### config.mk
export PLATFORM = sky130hd
export DESIGN_NAME = sonar_frame_capture
export DESIGN_NICKNAME = d
export VERILOG_FILES = /design/src/rtl/sonar_frame_capture.sv
export SDC_FILE = /design/constraint.sdc
export NUM_CORES = 1
export LEC_CHECK = 0
export CORE_MARGIN = 5
export CORE_UTILIZATION = 45
export CTS_BUF_LIST = sky130_fd_sc_hd__clkbuf_8
export DETAILED_ROUTE_END_ITERATION = 10
export GPL_ROUTABILITY_DRIVEN = 0
export GPL_TIMING_DRIVEN = 0
export PLACE_DENSITY = 0.83
export SKIP_CTS_REPAIR_TIMING = 1
export SYNTH_ARGS = -nofsm -noshare
export SYNTH_HDL_FRONTEND = slang
export SYNTH_SLANG_ARGS = --single-unit
### constraint.sdc
create_clock -name clk -period 4.15 [get_ports clk]
set_clock_uncertainty 0.1 [all_clocks]
set_input_delay 0.83 -clock clk [delete_from_list [all_inputs] [get_ports clk]]
set_output_delay 0.83 -clock clk [all_outputs]
set_load 0.01 [all_outputs]
### src/rtl/sonar_frame_capture.sv
// Capture sequencer for the sonar receive path: arms on start, triggers on a threshold
// crossing, paces 64 buffer writes through the external address counter and tracks the frame peak.
module sonar_frame_capture #(
    parameter int DATA_WIDTH = 12,
    parameter int DIV        = 4
) (
    input  logic                  clk,
    input  logic                  resetn,
    input  logic                  start,
    input  logic                  abort,
    input  logic [DATA_WIDTH-1:0] threshold,
    input  logic [DATA_WIDTH-1:0] adc_data,
    input  logic [5:0]            count_q,
    output logic                  count_enable,
    output logic                  wr_en,
    output logic [5:0]            wr_addr,
    output logic [DATA_WIDTH-1:0] wr_data,
    output logic                  busy,
    output logic                  frame_done,
    input  logic                  frame_ack,
    output logic [DATA_WIDTH-1:0] peak_value,
    output logic [5:0]            peak_index,
    output logic                  seq_error
);

    typedef enum logic [2:0] {
        IDLE,
        ARMED,
        CAPTURE,
        FLUSH,
        DONE
    } state_t;

    localparam logic [7:0] DIV_LAST = 8'(DIV - 1);

    state_t     state;
    logic [7:0] div_cnt;
    logic [5:0] idx;
    logic       tick;
    logic       flush_step;

    assign tick         = (state == CAPTURE) && (div_cnt == DIV_LAST);
    // A flush entered with the counter already at 0 must not step it off zero.
    assign flush_step   = (state == FLUSH) && (count_q != 6'd0);
    assign count_enable = tick || flush_step;
    assign busy         = (state != IDLE);
    assign frame_done   = (state == DONE);

    // NOTE: sequential state uses non-blocking assignments so every register samples pre-edge values.
    always_ff @(posedge clk or negedge resetn) begin
        if (!resetn) begin
            state      <= IDLE;
            div_cnt    <= 8'd0;
            idx        <= 6'd0;
            wr_en      <= 1'b0;
            wr_addr    <= 6'd0;
            wr_data    <= '0;
            peak_value <= '0;
            peak_index <= 6'd0;
            seq_error  <= 1'b0;
        end else begin
            wr_en <= 1'b0;
            case (state)
                IDLE: begin
                    if (start) begin
                        state     <= ARMED;
                        seq_error <= (count_q != 6'd0);
                    end
                end
                ARMED: begin
                    if (abort) begin
                        state <= IDLE;
                    end else if (adc_data >= threshold) begin
                        state      <= CAPTURE;
                        div_cnt    <= 8'd0;
                        idx        <= 6'd0;
                        peak_value <= '0;
                        peak_index <= 6'd0;
                    end
                end
                CAPTURE: begin
                    if (tick) begin
                        div_cnt <= 8'd0;
                        wr_en   <= 1'b1;
                        wr_addr <= count_q;
                        wr_data <= adc_data;
                        idx     <= idx + 6'd1;
                        // Strict compare so ties keep the earliest address.
                        if (adc_data > peak_value) begin
                            peak_value <= adc_data;
                            peak_index <= count_q;
                        end
                        if (count_q != idx) begin
                            seq_error <= 1'b1;
                        end
                        if (abort) begin
                            state <= FLUSH;
                        end else if (idx == 6'd63) begin
                            state <= DONE;
                        end
                    end else begin
                        div_cnt <= div_cnt + 8'd1;
                        if (abort) begin
                            state <= FLUSH;
                        end
                    end
                end
                FLUSH: begin
                    if ((count_q == 6'd0) || (count_q == 6'd63)) begin
                        state <= IDLE;
                    end
                end
                DONE: begin
                    if (frame_ack) begin
                        state <= IDLE;
                    end
                end
                default: state <= IDLE;
            endcase
        end
    end

endmodule

Word-level counts from Yosys, hierarchy flattened:

Index checks and enable logic that the tools add are counted.

* register bits after elaboration: 55
* input bits: 35
* word-level logic and storage cells: 80

* add/subtract/negate cells: 2
* order comparisons: 2
* equal/unequal tests: 19
* mux-type cells: 32
* reductions and logical operators: 16

Operators with widths (count)
* two-way mux 12 bit: 4
* two-way mux 6 bit: 5
* two-way mux 3 bit: 9
* two-way mux 8 bit: 3
* one-hot mux 12 bit (2 select lines): 1
* one-hot mux 6 bit (2 select lines): 2
* one-hot mux 8 bit (2 select lines): 1
* one-hot mux 3 bit (5 select lines): 1
* == test 6 bit, second input constant: 2
* greater-or-equal comparator 12 bit: 1
* greater-than comparator 12 bit: 1
* adder 8 x 1 -> 8 bit, second input constant: 1
* == test 8 x 2 -> 1 bit, second input constant: 1
* != test 2 x 1 -> 1 bit, second input constant: 4
* != test 2 bit, second input constant: 4
* AND reduction 4 bit: 2
* adder 6 x 1 -> 6 bit, second input constant: 1
* == test 3 x 2 -> 1 bit, second input constant: 2
* logical NOT 6 bit: 1
* != test 3 bit, second input constant: 2
* != test 6 bit: 1
* AND reduction 6 bit: 1
* nonzero test 6 bit: 1
* two-way mux 1 bit: 5
* other kinds (12): 15

Logic depth before layout (Yosys ltp):

Gate-level depths: netlist of run 1.

* word-level depth: 5
* gate-level depth with buffers: 10
* mapped depth without buffers: 8

Least setup slack after synthesis of run 1:

OpenSTA, ideal clock, no wires.

* path kind: input port to flip-flop
* from: input threshold[7]
* to: register div_cnt[1]
* setup time: 0.123 ns
* arrival time: 2.688 ns
* slack: 1.239 ns
* stages: 9
* path buffers: 1
* cell sequence: inv_1 ha_1 a21oi_1 o21ai_0 a221oi_2 a21boi_1 or2_2 clkbuf_1 o221a_2

* cells in the longest elaborated chain, start to end: 3

Ends and longest elaborated chain
* from (decl): RTL line 11 `input logic [DATA_WIDTH-1:0] threshold,`
* greater-or-equal comparator 12 bit: RTL line 73 `end else if (adc_data >= threshold) begin`
* != test 2 bit (no line)
* AND reduction 3 bit (no line)
* to (signal assigned): RTL line 102 `div_cnt <= div_cnt + 8'd1;`
* to (decl): RTL line 37 `logic [7:0] div_cnt;`

No other way between the ends.
A chain may end at the register's enable or synchronous reset.

Worst setup path after layout of run 1:

* from: input count_q[2]
* to: output count_enable

* cells in the longest elaborated chain, start to end: 3

Ends and longest elaborated chain
* from (decl): RTL line 13 `input logic [5:0] count_q,`
* nonzero test 6 bit: RTL line 44 `assign flush_step = (state == FLUSH) && (count_q != 6'd0);`
* logical AND 1 bit: RTL line 44
* logical OR 1 bit: RTL line 45 `assign count_enable = tick || flush_step;`
* to (decl): RTL line 14 `output logic count_enable,`

No other way between the ends.

==> results.json, run 1 <==
{
  "drtPass1Iterations": 4,
  "slowest_stage": "or4_1",
  "antenna_left": 0,
  "vias": 2665,
  "worstSetupPathType": "in2out",
  "ys_warn_count": 0,
  "post_synth_num_cell_types": 55,
  "clk_latency_ns": 0.31,
  "dpl.hpwl_um": 6070,
  "rsz0062_at_grt": "false",
  "hold_viol_final": 0,
  "power_leakage_nw": 1.81,
  "grt_max_degree": 39,
  "top_level_ports": 76,
  "peakVddDrop_mv": 0.397,
  "grt_pass1_wl_um": 13200,
  "layout-drive-gt1-share": 0.114,
  "min_period_over_period": 0.929,
  "synth-edff-count": 0,
  "grt.overflow.total": 0,
  "yosysTopAreaCell": "dfrtp_1",
  "cts_max_level": 2,
  "grt_use_total": 0.189,
  "synth-compound-area-share": 0.180,
  "clockBufferDepth": 2,
  "synth_top_area_share": 0.438,
  "cts_buffers": 5,
  "yosys_register_bits": 55,
  "fillCellCount": 538,
  "design.die.area_um2": 8760,
  "chipWidth_um": 93.6,
  "port_buffers": 75,
  "via_per_inst": 5.62,
  "async_flop_share": 1.00,
  "cts_num_sinks": 55,
  "antennaDiodeCount": 0,
  "tightest_slew_ns": 0.703,
  "synthMuxAreaShare": 0.0780,
  "syn2layout_area_growth_pct": 32.4,
  "post-synth-top-count-cell": "dfrtp_1",
  "core_area_um2": 6790,
  "fp.dieH_um": 93.6,
  "synthFlopType": "dfrtp_1",
  "cpPeakStageDelay_ns": 0.56,
  "cts_tree": "yes",
  "slew_violations": 0,
  "clkSlewWorstSetupHoldPaths_ns": 0.10,
  "start_util": 0.463,
  "synthSimpleGateAreaFrac": 0.125,
  "status": "finished clean",
  "synth_area_per_cell_um2": 10.7,
  "synth_top_family_by_area": "compound AO/OA/AOI/OAI gates",
  "routedWlPerCell_um": 16.7,
  "max_slew_margin": 0.531,
  "synthTopCellsByArea": "dfrtp_1, ha_1, mux2_2",
  "root_buffer": "clkbuf_8",
  "postSynthCellCount": 294,
  "start_kind": "primary input",
  "min_path_type": "in2async",
  "yosys-top-cells-count": "dfrtp_1, inv_1, ha_1",
  "critPathMaxFanout": 5,
  "powerDensity_nw_per_um2": 587,
  "critical-path-top-delay-family": "buffers and inverters",
  "cp-end-kind": "output port",
  "crit_chain": "clkdlybuf4s50_1, or4_1, nor3_1, a2111oi_0, clkdlybuf4s50_1",
  "crit_required_ns": 3.22,
  "setup_ws_ns": 0.296,
  "drtIter0Drc": 208,
  "cp_num_buf_inv": 2,
  "cap_violations": 0,
  "synth_adder_area_share": 0.104,
  "pre_cts_ws_ns": 0.331,
  "routed_wl_um": 7920,
  "antenna_found_initial": 0,
  "setup_viol": 0,
  "tns_ns": 0,
  "grt_pass1_vias": 2749,
  "cp.arrival_ns": 2.92,
  "drc": 0,
  "layout.nets": 438,
  "synthXorXnorAreaFrac": 0.0195,
  "syn_area_um2": 3140,
  "seq_area_frac_synth": 0.438,
  "num_rows": 30,
  "max_freq_mhz": 259,
  "synth_nets": 355,
  "cp_common_cell": "clkdlybuf4s50_1",
  "fin_crit_ns": 3.85
}
## layer usage
metal / routed length, um / global-route usage / vias up
li1: - / - / 1259
met1: 3250 / 0.229 / 1333
met2: 4150 / 0.332 / 65
met3: 412 / 0.0418 / 8
met4: 107 / 0.0614 / 0
met5: 0 / 0 / -
## metrics by stage
step | cell area, um2 | std cells | hold WS, ns | power, mW | utilization
5_1_grt | 4160 | 474 | 0.368 | 2.62 | 0.613
3_3_place_gp | 4010 | 465 | 0.377 | 1.98 | 0.591
3_5_place_dp | 4030 | 466 | 0.385 | 2.04 | 0.593
4_1_cts | 4160 | 474 | 0.347 | 2.46 | 0.613
6_report | 4160 | 474 | 0.342 | 2.44 | 0.613
2_1_floorplan | 3140 | 294 | 0.392 | 1.50 | -
## worst paths after layout
check,startpoint,to,slack (ns),cells past startpoint
worst max-delay path,count_q[2],count_enable,0.30,5
worst min register to register,peak_index[5]$_DFFE_PN0P_,peak_index[5]$_DFFE_PN0P_,0.40,1
worst min-delay path,resetn,wr_data[10]$_DFFE_PN0P_,0.34,1
worst max register to register,peak_value[1]$_DFFE_PN0P_,peak_value[2]$_DFFE_PN0P_,1.48,10
max in group asynchronous,resetn,wr_data[4]$_DFFE_PN0P_,3.05,2
min in group clk,peak_index[5]$_DFFE_PN0P_,peak_index[5]$_DFFE_PN0P_,0.40,1
## cell families after synthesis
logic type,count (synthesis)
adder cells (fa/ha/maj),26
flip-flops,55
XOR/XNOR,7
multiplexers,22
AO/OA/AOI/OAI,73
AND/OR/NAND/NOR,67
buffers and inverters,44
## flip-flops by register name, summed over array words and instances (netlist names)
signal	count
wr_addr	6
peak_value	12
div_cnt	8
peak_index	6
wr_en	1
wr_data	12
state	3
idx	6
seq_error	1
## area by class of cell
class | count | area [um2] | share of cell area
multi-input combinational | 195 | 1590 | 0.382
sequential | 55 | 1380 | 0.331
timing repair buffer | 76 | 766 | 0.184
tap | 96 | 120 | 0.0289
inverter | 31 | 116 | 0.0280
clock buffer | 5 | 68.8 | 0.0165
clock inverter | 3 | 63.8 | 0.0153
buffer | 13 | 62.6 | 0.0150
## cell usage in the layout (no fill, tap or decap), types with 2 or more instances in the layout
master and count:
clkdlybuf4s50_1 74, clkbuf_1 9, o21ai_0 12, inv_1 32
or3_1 2, nor2_1 11, nand2_1 10, nand2b_1 3
a311oi_1 3, xnor2_1 3, clkbuf_8 5, a32o_1 19
and3_1 5, buf_2 3, nand3_1 8, nor3_1 6
nand4_1 4, mux2i_1 2, xor2_1 4, a31oi_1 4
dfrtp_1 55, o211ai_1 3, o31ai_1 2, bufinv_16 2
and4_1 4, ha_1 26, or4_1 3, a21oi_1 14
mux2_2 20
## report_power, final
part | total, mW | internal (mW) | switching (mW)
Combinational | 1.16 | 0.617 | 0.541
Clock | 0.416 | 0.239 | 0.177
Sequential | 0.869 | 0.721 | 0.148
(Power assumes the default switching activity.)
==> run 2, diff against run 1 <==
Settings changed: CORE_UTILIZATION 45 to 35, PLACE_DENSITY 0.83 to 0.69, SKIP_CTS_REPAIR_TIMING 1 to unset.
Clock period 4.15 ns to 4.82 ns, I/O delays scaled along.
==> results.json, run 2 (synthesized netlist as in run 1, its figures left out) <==
{
  "crit_end": "count_enable",
  "post-route-util": 0.474,
  "r2r_start": "peak_value[1]$_DFFE_PN0P_",
  "dpl.cell_count": 478,
  "antennaDiodeCount": 0,
  "port_buffers": 75,
  "clkPwrFrac": 0.131,
  "reg2reg_slack_ns": 2.06,
  "crit_chain": "clkdlybuf4s50_1, or4_1, nor3_1, a2111oi_0, clkdlybuf4s50_1",
  "r2r-end": "peak_value[5]$_DFFE_PN0P_",
  "slew_violations": 0,
  "syn2layout_area_growth_pct": 31.4,
  "start_util": 0.360,
  "clk_latency_ns": 0.31,
  "grt.overflow.total": 0,
  "power.combinational.fraction": 0.496,
  "tns_ns": 0,
  "cp.arrival_ns": 3.03,
  "drtIter0Drc": 162,
  "max_slew_margin": 0.519,
  "fp.dieH_um": 105,
  "drc": 0,
  "slowest_stage": "or4_1",
  "antenna_found_initial": 0,
  "multi_input_area_um2": 1590,
  "layout_common_cells": "clkdlybuf4s50_1, dfrtp_1, inv_1, ha_1, mux2_2",
  "layout-drive-gt1-share": 0.114,
  "start_kind": "primary input",
  "critical_path_depth": 5,
  "reg2reg_depth": 10,
  "fin_cells": 485,
  "place_area_um2": 4040,
  "routed_wl_um": 8080,
  "root_buffer": "clkbuf_8",
  "reg_top3": "peak_value (12), wr_data (12), div_cnt (8)",
  "worstSetupPathType": "in2out",
  "final_common_cell": "clkdlybuf4s50_1",
  "chipWidth_um": 105,
  "cp-end-kind": "output port",
  "power_leakage_nw": 1.79,
  "cts_num_sinks": 55,
  "min_path_type": "reg2reg",
  "swShare": 0.371,
  "crit_required_ns": 3.76,
  "grt_pass1_wl_um": 13600,
  "drtPass1Iterations": 4,
  "hold_viol_final": 0,
  "min_period_over_period": 0.850,
  "critical-path-top-delay-family": "buffers and inverters",
  "layout.nets": 438,
  "cp_common_cell": "clkdlybuf4s50_1",
  "via_per_inst": 5.41,
  "p_seq_frac": 0.374,
  "cts_buffers": 5,
  "vias": 2624,
  "dpl.hpwl_um": 6120,
  "setup_viol": 0,
  "post_cts_resized": 0,
  "p_int_mw": 1.26,
  "cap_violations": 0,
  "powerDensity_nw_per_um2": 483,
  "core_area_um2": 8720,
  "cts_max_level": 2,
  "grt_pass1_vias": 2670,
  "ctsHoldBuffers": 0,
  "num_rows": 34,
  "grt_use_total": 0.150,
  "peakVddDrop_mv": 0.235,
  "tightest_slew_ns": 0.722,
  "grt_max_degree": 35,
  "worstSetupStartpoint": "count_q[2]",
  "design.die.area_um2": 11000,
  "finalInstanceArea_um2": 4130,
  "top_level_ports": 76,
  "seqCellArea_um2": 1380,
  "clkSlewWorstSetupHoldPaths_ns": 0.10,
  "max_freq_mhz": 244,
  "cpPeakStageDelay_ns": 0.56,
  "rsz0062_at_grt": "false",
  "status": "finished clean",
  "cts_tree": "yes",
  "total_power_mw": 2.00,
  "routedWlPerCell_um": 16.6,
  "post-cts-setup-buffers": 0,
  "fillCellCount": 807,
  "antenna_left": 0,
  "cp_num_buf_inv": 2,
  "clockBufferDepth": 2,
  "power.switching_mw": 0.740,
  "fin_crit_ns": 4.10,
  "critPathMaxFanout": 5
}
-- run 2: changes by cell type in the layout (fill, tap and decap cells not counted) --
cell and delta:
clkinv_4 +1, inv_6 +1, inv_1 -1, bufinv_16 -2
-- run 2: stage by stage --
stage,worst slack (ns),hold WS [ns]
2_1_floorplan,1.78,0.392
6_report,0.723,0.401
3_3_place_gp,0.710,0.387
5_1_grt,0.598,0.435
3_5_place_dp,0.728,0.384
4_1_cts,0.723,0.409
-- run 2: worst min-delay path by stage --
| stage | to | start | cells past startpoint | slack, ns |
|---|---|---|---|---|
| global route | peak_index[2]$_DFFE_PN0P_ | peak_index[2]$_DFFE_PN0P_ | 1 | 0.43 |
| floorplan | div_cnt[0]$_DFFE_PN0P_ | div_cnt[0]$_DFFE_PN0P_ | 1 | 0.39 |
| CTS | peak_index[4]$_DFFE_PN0P_ | peak_index[4]$_DFFE_PN0P_ | 1 | 0.41 |
| global placement | peak_index[3]$_DFFE_PN0P_ | peak_index[3]$_DFFE_PN0P_ | 1 | 0.39 |
| finish | peak_index[4]$_DFFE_PN0P_ | peak_index[4]$_DFFE_PN0P_ | 1 | 0.40 |
| detailed placement | peak_index[4]$_DFFE_PN0P_ | peak_index[4]$_DFFE_PN0P_ | 1 | 0.38 |
-- run 2: power groups by stage --
stage          logic, mW  clock network [mW]  registers (mW)
6_report           0.989               0.261           0.746
5_1_grt             1.09               0.294           0.774
4_1_cts             1.00               0.271           0.746
3_5_place_dp       0.994                   0           0.755
3_3_place_gp       0.972                   0           0.749
2_1_floorplan      0.504                   0           0.791
-- run 2: routing by layer --
| layer | global-route usage | part of all wire | up-vias |
|---|---|---|---|
| met5 | 0 | 0 | - |
| met4 | 0.0338 | 0.0092 | 0 |
| met3 | 0.0364 | 0.053 | 8 |
| met2 | 0.251 | 0.49 | 61 |
| met1 | 0.198 | 0.45 | 1289 |
| li1 | - | - | 1266 |
-- run 2: area by class of cell --
type                    instances  area share
flip-flops and latches         55       0.333
clock buffers                   5      0.0167
well taps                     108      0.0327
plain buffers                  13      0.0151
repair buffers                 76       0.185
multi-input cells             195       0.384
clock inverters                 2     0.00424
inverters                      31      0.0282
